[src/rtl/reset_request_gen.sv]
// reset_request_gen: synchronises and debounces the board reset button, merges it with a
// single-cycle software request and emits a fixed-width active-low request pulse.
// Optional long-press detector is built only when the macro LONG_PRESS_EN is defined.
module reset_request_gen #(
  parameter int SYNC_STAGES       = 2,
  parameter int DEBOUNCE_CYCLES   = 1000000,
  parameter int REQ_PULSE_CYCLES  = 16,
  parameter int LONG_PRESS_CYCLES = 50000000
) (
  input  logic clk,
  input  logic reset,
  input  logic btn_n,
  input  logic sw_req,
  output logic rst_req_n,
  output logic btn_held,
  output logic busy,
  output logic long_press
);

  localparam int MAX_CNT = (DEBOUNCE_CYCLES > REQ_PULSE_CYCLES) ? DEBOUNCE_CYCLES : REQ_PULSE_CYCLES;
  localparam int CNT_W   = $clog2(MAX_CNT) + 1;

  localparam logic [CNT_W-1:0] CNT_ZERO   = {CNT_W{1'b0}};
  localparam logic [CNT_W-1:0] CNT_ONE    = {{(CNT_W-1){1'b0}}, 1'b1};
  localparam logic [CNT_W-1:0] CNT_MAX    = {CNT_W{1'b1}};
  localparam logic [CNT_W-1:0] DB_LAST    = CNT_W'(DEBOUNCE_CYCLES - 1);
  localparam logic [CNT_W-1:0] PULSE_LAST = CNT_W'(REQ_PULSE_CYCLES - 1);

  if ((SYNC_STAGES < 2) || (DEBOUNCE_CYCLES < 2) || (REQ_PULSE_CYCLES < 1) ||
      (LONG_PRESS_CYCLES < 1)) begin : g_bad_params
    $error("reset_request_gen: parameter out of range");
  end

  typedef enum logic [2:0] {
    IDLE     = 3'd0,
    PRESS_DB = 3'd1,
    PULSE    = 3'd2,
    HELD     = 3'd3,
    REL_DB   = 3'd4
  } state_e;

  logic [SYNC_STAGES-1:0] sync_q;
  logic                   btn_s;
  state_e                 state_q, state_d;
  logic [CNT_W-1:0]       cnt_q, cnt_d;
  logic                   src_btn_q, src_btn_d;
  logic                   in_press_s;
  logic                   lp_fire_s;
  logic                   rst_req_n_q, btn_held_q, busy_q, long_press_q;

  function automatic logic [CNT_W-1:0] sat_inc(input logic [CNT_W-1:0] v);
    if (v == CNT_MAX) begin
      return v;
    end else begin
      return v + CNT_ONE;
    end
  endfunction

  // Button synchroniser; every stage idles at the released level
  always_ff @(posedge clk) begin
    if (reset) begin
      sync_q <= {SYNC_STAGES{1'b1}};
    end else begin
      sync_q <= {sync_q[SYNC_STAGES-2:0], btn_n};
    end
  end

  assign btn_s = sync_q[SYNC_STAGES-1];

  // FSM state, shared debounce/pulse counter and request source
  always_ff @(posedge clk) begin
    if (reset) begin
      state_q   <= IDLE;
      cnt_q     <= CNT_ZERO;
      src_btn_q <= 1'b0;
    end else begin
      state_q   <= state_d;
      cnt_q     <= cnt_d;
      src_btn_q <= src_btn_d;
    end
  end

  // Next-state logic; the single counter is reused for both debounce and pulse width
  always_comb begin
    state_d   = state_q;
    cnt_d     = cnt_q;
    src_btn_d = src_btn_q;
    case (state_q)
      IDLE: begin
        if (sw_req) begin
          state_d   = PULSE;
          cnt_d     = CNT_ZERO;
          src_btn_d = 1'b0;
        end else if (!btn_s) begin
          state_d = PRESS_DB;
          cnt_d   = CNT_ONE;
        end else begin
          state_d = IDLE;
        end
      end
      PRESS_DB: begin
        if (btn_s) begin
          state_d = IDLE;
          cnt_d   = CNT_ZERO;
        end else if (cnt_q == DB_LAST) begin
          state_d   = PULSE;
          cnt_d     = CNT_ZERO;
          src_btn_d = 1'b1;
        end else begin
          cnt_d = sat_inc(cnt_q);
        end
      end
      PULSE: begin
        if (cnt_q == PULSE_LAST) begin
          state_d = src_btn_q ? HELD : IDLE;
          cnt_d   = CNT_ZERO;
        end else begin
          cnt_d = sat_inc(cnt_q);
        end
      end
      HELD: begin
        if (btn_s) begin
          state_d = REL_DB;
          cnt_d   = CNT_ONE;
        end else begin
          state_d = HELD;
        end
      end
      REL_DB: begin
        if (!btn_s) begin
          state_d = HELD;
          cnt_d   = CNT_ZERO;
        end else if (cnt_q == DB_LAST) begin
          state_d = IDLE;
          cnt_d   = CNT_ZERO;
        end else begin
          cnt_d = sat_inc(cnt_q);
        end
      end
      default: begin
        state_d   = IDLE;
        cnt_d     = CNT_ZERO;
        src_btn_d = 1'b0;
      end
    endcase
  end

  assign in_press_s = ((state_q == PULSE) && src_btn_q) || (state_q == HELD) || (state_q == REL_DB);

`ifdef LONG_PRESS_EN
  localparam int LP_W = $clog2(LONG_PRESS_CYCLES + 1) + 1;

  localparam logic [LP_W-1:0] LP_ZERO   = {LP_W{1'b0}};
  localparam logic [LP_W-1:0] LP_ONE    = {{(LP_W-1){1'b0}}, 1'b1};
  localparam logic [LP_W-1:0] LP_TARGET = LP_W'(LONG_PRESS_CYCLES);

  logic [LP_W-1:0] lp_cnt_q, lp_cnt_d;
  logic            pulse_entry_s;

  assign pulse_entry_s = (state_d == PULSE) && (state_q != PULSE);

  // Hold-time counter: restarts on every PULSE entry and parks at the target
  always_comb begin
    lp_cnt_d = lp_cnt_q;
    if (pulse_entry_s) begin
      lp_cnt_d = LP_ZERO;
    end else if (in_press_s && (lp_cnt_q != LP_TARGET)) begin
      lp_cnt_d = lp_cnt_q + LP_ONE;
    end else begin
      lp_cnt_d = lp_cnt_q;
    end
  end

  // Hold-time counter register
  always_ff @(posedge clk) begin
    if (reset) begin
      lp_cnt_q <= LP_ZERO;
    end else begin
      lp_cnt_q <= lp_cnt_d;
    end
  end

  assign lp_fire_s = (lp_cnt_d == LP_TARGET) && (lp_cnt_q != LP_TARGET);
`else
  assign lp_fire_s = 1'b0;
`endif

  // Registered output decode of the current state
  always_ff @(posedge clk) begin
    if (reset) begin
      rst_req_n_q  <= 1'b1;
      btn_held_q   <= 1'b0;
      busy_q       <= 1'b0;
      long_press_q <= 1'b0;
    end else begin
      rst_req_n_q  <= (state_q != PULSE);
      btn_held_q   <= in_press_s;
      busy_q       <= (state_q != IDLE);
      long_press_q <= lp_fire_s;
    end
  end

  assign rst_req_n  = rst_req_n_q;
  assign btn_held   = btn_held_q;
  assign busy       = busy_q;
  assign long_press = long_press_q;

endmodule
[config.mk]
export PLATFORM = sky130hd
export DESIGN_NAME = reset_request_gen
export DESIGN_NICKNAME = d
export VERILOG_FILES = /design/src/rtl/reset_request_gen.sv
export SDC_FILE = /design/constraint.sdc
export NUM_CORES = 1
export LEC_CHECK = 0
export CORE_MARGIN = 5
export CORE_UTILIZATION = 50
export DETAILED_ROUTE_END_ITERATION = 8
export PLACE_DENSITY = 0.79
export SYNTH_ARGS = -nofsm -noshare
export SYNTH_HDL_FRONTEND = slang
export SYNTH_SLANG_ARGS = --single-unit
[constraint.sdc]
create_clock -name clk -period 2.9 [get_ports clk]
set_input_delay 0.58 -clock clk [delete_from_list [all_inputs] [get_ports clk]]
set_output_delay 0.58 -clock clk [all_outputs]
set_load 0.02 [all_outputs]
==> Word-level counts from Yosys, hierarchy flattened <==
Cells that the tools add are included.
{ "word_totals": {"register_bits": 30, "latchBits": 0, "mem_bits_rw": 0, "mem_bits_ro": 0, "in_bits": 4, "output_inout_bits": 4, "wordCells": 57, "n_memories": 0} }
{ "op_classes": {"addsub": 1, "mul": 0, "div_mod_pow": 0, "magnitude_cmp": 0, "eq_ne": 16, "shifts": 0, "mux": 23, "bitwise": 1, "n_reduce_logical": 9} }
{ "ops": {"columns": ["cell", "n"], "rows": [
  ["two-way mux 21 bit", 8],
  ["one-hot mux 21 bit (5 select lines)", 1],
  ["adder 21 x 1 -> 21 bit, second input constant", 1],
  ["equality test 21 x 20 -> 1 bit, second input constant", 1],
  ["equality test 21 bit, second input constant", 1],
  ["equality test 21 x 4 -> 1 bit, second input constant", 1],
  ["two-way mux 3 bit", 6],
  ["one-hot mux 3 bit (5 select lines)", 1],
  ["inequality test 2 bit, second input constant", 5],
  ["inequality test 3 bit, second input constant", 3],
  ["equality test 3 x 2 -> 1 bit, second input constant", 2],
  ["two-way mux 1 bit", 4],
  ["two-way mux 2 bit", 2],
  ["AND reduction 4 bit", 1],
  ["equality test 3 x 1 -> 1 bit, second input constant", 1],
  ["equality test 3 bit, second input constant", 1],
  ["zero test 3 bit", 1],
  ["inequality test 3 x 2 -> 1 bit, second input constant", 1],
  ["one-hot mux 1 bit (3 select lines)", 1],
  ["AND reduction 3 bit", 1],
  ["nonzero test 3 bit", 1],
  ["OR reduction 3 bit", 1],
  ["logical OR 1 bit", 2],
  ["AND reduction 2 bit", 1],
  ["other kinds (2)", 2]
]} }

==> Depth between registers and ports, before layout <==
{ "depth": {"depth_word": 5, "depth_mapped": 8, "ltp_nobuf": 6} }

==> Worst setup path before layout <==
No wires, ideal clock.
{ "synth_path": {"path_type": "reg-to-reg", "startpoint": "register cnt_q[0]", "endpoint": "register cnt_q[16]", "arrival_ns": 1.892, "required_ns": 2.769, "slack_ns": 0.876, "path_stages_with_launch": 8, "n_path_buf": 1, "synth_period_minus_slack_ns": 2.024, "cell_sequence": "dfxtp_1 > ha_1 > and3_1 > nand4_1 > o31ai_1 > a31o_2 > buf_6 > a211oi_2"} }
{ "synth_via": {"elab_chain_cells": 5, "elab_cells_between_ends": 10} }
{ "synth_rtl": {"columns": ["item", "line_no", "rtl"], "rows": [
  ["start: declaration", "45", "logic [CNT_W-1:0] cnt_q, cnt_d;"],
  ["start signal: assignment", "78", "cnt_q <= cnt_d;"],
  ["adder 21 x 1 -> 21 bit / equality test 21 bit (equally long branches)", "55, 52", null],
  ["two-way mux 21 bit", "52", "if (v == CNT_MAX) begin"],
  ["two-way mux 21 bit", "105", "end else if (cnt_q == DB_LAST) begin"],
  ["two-way mux 21 bit, on equally long branches", "130, 102", null],
  ["one-hot mux 21 bit (5 select lines) (*)", "88", "case (state_q)"]
]} }
Mark *: on every way between the ends. The rest lies on a longest branch, timed or not.
A chain may end at the register's enable or synchronous reset.

==> Final worst setup path <==
{ "layout_path": {"startpoint": "register cnt_q[0]", "endpoint": "register cnt_q[4]"} }
Same word-level chain as after synthesis.

==> flow_metrics.py <==
metrics = {
    "cts": {
        "holdBufCountCts": 0,
        "cts_tree": "done",
        "cts_buffer_depth": 2,
        "cts_setup_buffers": 0,
        "post_cts_resized": 0,
        "ctsRootBufferMaster": "clkbuf_4",
        "clkLatencyLatePin_ns": 0.34,
        "cts_sinks": 30,
        "htree_levels": 2,
        "cts.clk_slew.worst_paths_ns": 0.10,
        "numCtsBuffers": 5,
    },
    "routing": {
        "route.detailed.drc": 0,
        "via_count": 1531,
        "viasPerCell": 6.08,
        "antenna_left": 0,
        "first_pass_iters": 4,
        "drt-initial-drc-count": 91,
        "wl_per_cell_um": 14.1,
        "routed_wl_um": 3560,
    },
    "global_routing": {
        "grt_pass1_wl_um": 6350,
        "grt_util_met1_pct": 24.5,
        "antenna_found_initial": 0,
        "grtUsageMet2_pct": 25.9,
        "grt_usage_pct": 18.2,
        "grt_use_met3_pct": 4.27,
        "busiest_layer": "met2",
        "grt_pass1_vias": 1380,
        "overflow": 0,
        "grt_max_degree": 21,
    },
    "logic_synthesis": {
        "ys_warn_count": 0,
        "yosys_register_bits": 30,
        "synth_area_leader_cell": "dfxtp_1",
        "synth_xor_area_share_pct": 1.54,
        "synth_nets": 207,
        "synth_cell_types": 55,
        "synthArstFlopShare_pct": 0,
        "synth_fa_ha_area_share_pct": 0.732,
        "synth_edf_count": 0,
        "syn_area_um2": 1710,
        "seq_area_frac_synth_pct": 35.1,
        "synth_area_leaders": "dfxtp_1 (35%), a21oi_1 (5.6%), nor2_1 (3.7%)",
        "synth_top_family_by_area": "compound AO/OA/AOI/OAI gates",
        "synthMuxAreaShare_pct": 1.17,
        "synth_compound_area_share_pct": 27.9,
        "syn_inst": 202,
        "synth_area_per_cell_um2": 8.47,
        "yosys.area_share.simple_pct": 27.7,
        "yosys.area.top_type_share_pct": 35.1,
        "synth_flop_cell": "dfxtp_1",
    },
    "setup_path": {
        "worstPathArrival_ns": 2.49,
        "required_ns": 3.11,
        "crit_type": "flip-flop to flip-flop",
        "worstPathMaxFanout": 20,
        "path_buf_inv": 1,
        "slowest_delay_ns": 0.46,
        "r2r_slack_ns": 0.63,
        "slowest_stage": "a31o_2",
        "path_cells": "ha_1 > and3_1 > nand4_1 > o31ai_1 > buf_4 > a31o_2 > nor2_1",
        "cp-start-kind": "flip-flop",
        "endpoint_kind": "flip-flop",
        "critical_path.top_delay_family": "compound AO/OA/AOI/OAI gates",
    },
    "cells_and_area": {
        "antenna_cells": 0,
        "mostFrequentLayoutCell": "dfxtp_1",
        "layout.nets": 210,
        "mostFrequentLayoutCells": "dfxtp_1 (30), a21oi_1 (19), nor2_1 (17)",
        "utilization_pct": 55.1,
        "syn2layout_area_growth_pct": 7.53,
        "fillerInstances": 338,
        "fin_cells": 252,
        "drive_gt1_share_pct": 11.2,
    },
    "place": {
        "dpl.hpwl_um": 2440,
        "io_buffer_count": 6,
        "place_inst": 244,
        "pre_cts_slack_ns": 0.278,
        "gp_congestion": 0.901,
    },
    "sta": {
        "max-slew-margin-rel_pct": 62.7,
        "rsz0062_at_grt": "no",
        "setup_viol": 0,
        "period_needed_ns": 2.27,
        "fin_skew_ns": 0.00990,
        "clock.fmax_mhz": 440,
        "worst_slack_ns": 0.627,
        "finalHoldViolCount": 0,
        "tightest_slew_ns": 0.554,
        "final.setup.tns_ns": 0,
        "fin_crit_sh_pct": 78.4,
        "hold_slack_ns": 0.419,
        "slew_violations": 0,
    },
    "power_and_ir_drop": {
        "p_leak_nw": 0.539,
        "peakVddDrop_mv": 0.261,
        "powerDensity_nw_per_um2": 446,
    },
    "die": {
        "pin_count": 8,
        "die_width_um": 68.5,
        "rows": 21,
        "core_area_um2": 3340,
        "initial_utilization_pct": 51.3,
        "die_area_um2": 4690,
        "dieHeight_um": 68.5,
    },
    "run": {
        "drv_cap": 0,
    },
    "status": {
        "outcome": "complete, no violations",
    },
    "min_path": {
        "hold_class": "flip-flop to flip-flop",
    },
}
==> state kept, by name, indices dropped and copies added (netlist names) <==
name,cells
state_q,3
rst_req_n,1
cnt_q,21
busy,1
btn_held,1
src_btn_q,1
sync_q,2
==> cell families after synthesis <==
kind of cell | count (synthesis)
AO/OA/AOI/OAI | 67
XOR/XNOR | 3
adder cells (fa/ha/maj) | 1
buffers and inverters | 16
flip-flops | 30
multiplexers | 2
other | 1
AND/OR/NAND/NOR | 82
==> cell type report <==
| cell class | count | area [µm²] | area share, % |
|---|---|---|---|
| Sequential cell | 30 | 601 | 32.7 |
| Timing Repair Buffer | 8 | 75.1 | 4.08 |
| Inverter | 4 | 15.0 | 0.816 |
| Clock inverter | 3 | 40.0 | 2.18 |
| Multi-Input combinational cell | 156 | 1010 | 55.1 |
| Clock buffer | 5 | 37.5 | 2.04 |
| Tap cell | 46 | 57.6 | 3.13 |
==> path summary, 6_finish.rpt <==
path / depth (start not counted) / endpoint / startpoint
max reg2reg: 7 / cnt_q[4] / cnt_q[0]
max: 7 / cnt_q[4] / cnt_q[0]
min reg2reg: 1 / sync_q[1] / sync_q[0]
min: 1 / sync_q[1] / sync_q[0]
==> through the flow <==
stage          area (µm²)  power [mW]
3_3_place_gp         1760       0.499
3_5_place_dp         1760       0.500
6_report             1840       0.820
4_1_cts              1840       0.828
2_1_floorplan        1710       0.486
5_1_grt              1840       0.855
==> power by group <==
part           switching, mW  internal, mW
Combinational         0.0379        0.0249
Clock                  0.151         0.178
Sequential           0.00950         0.418
==> Yosys cell counts (all sizes together), types with 5 or more instances <==
library cell / instances
nand2: 8
o211ai: 7
buf: 6
or3: 7
o31ai: 6
dfxtp: 30
a21oi: 19
or4: 6
nand2b: 5
clkbuf: 6
o21ai: 13
nand3: 11
nor2: 17
==> metal layers <==
layer | vias up | routed length (µm)
met2 | 26 | 1550
met1 | 720 | 1760
met5 | - | 0
met4 | 0 | 102
met3 | 9 | 138
li1 | 776 | -
(Power assumes the default switching activity.)
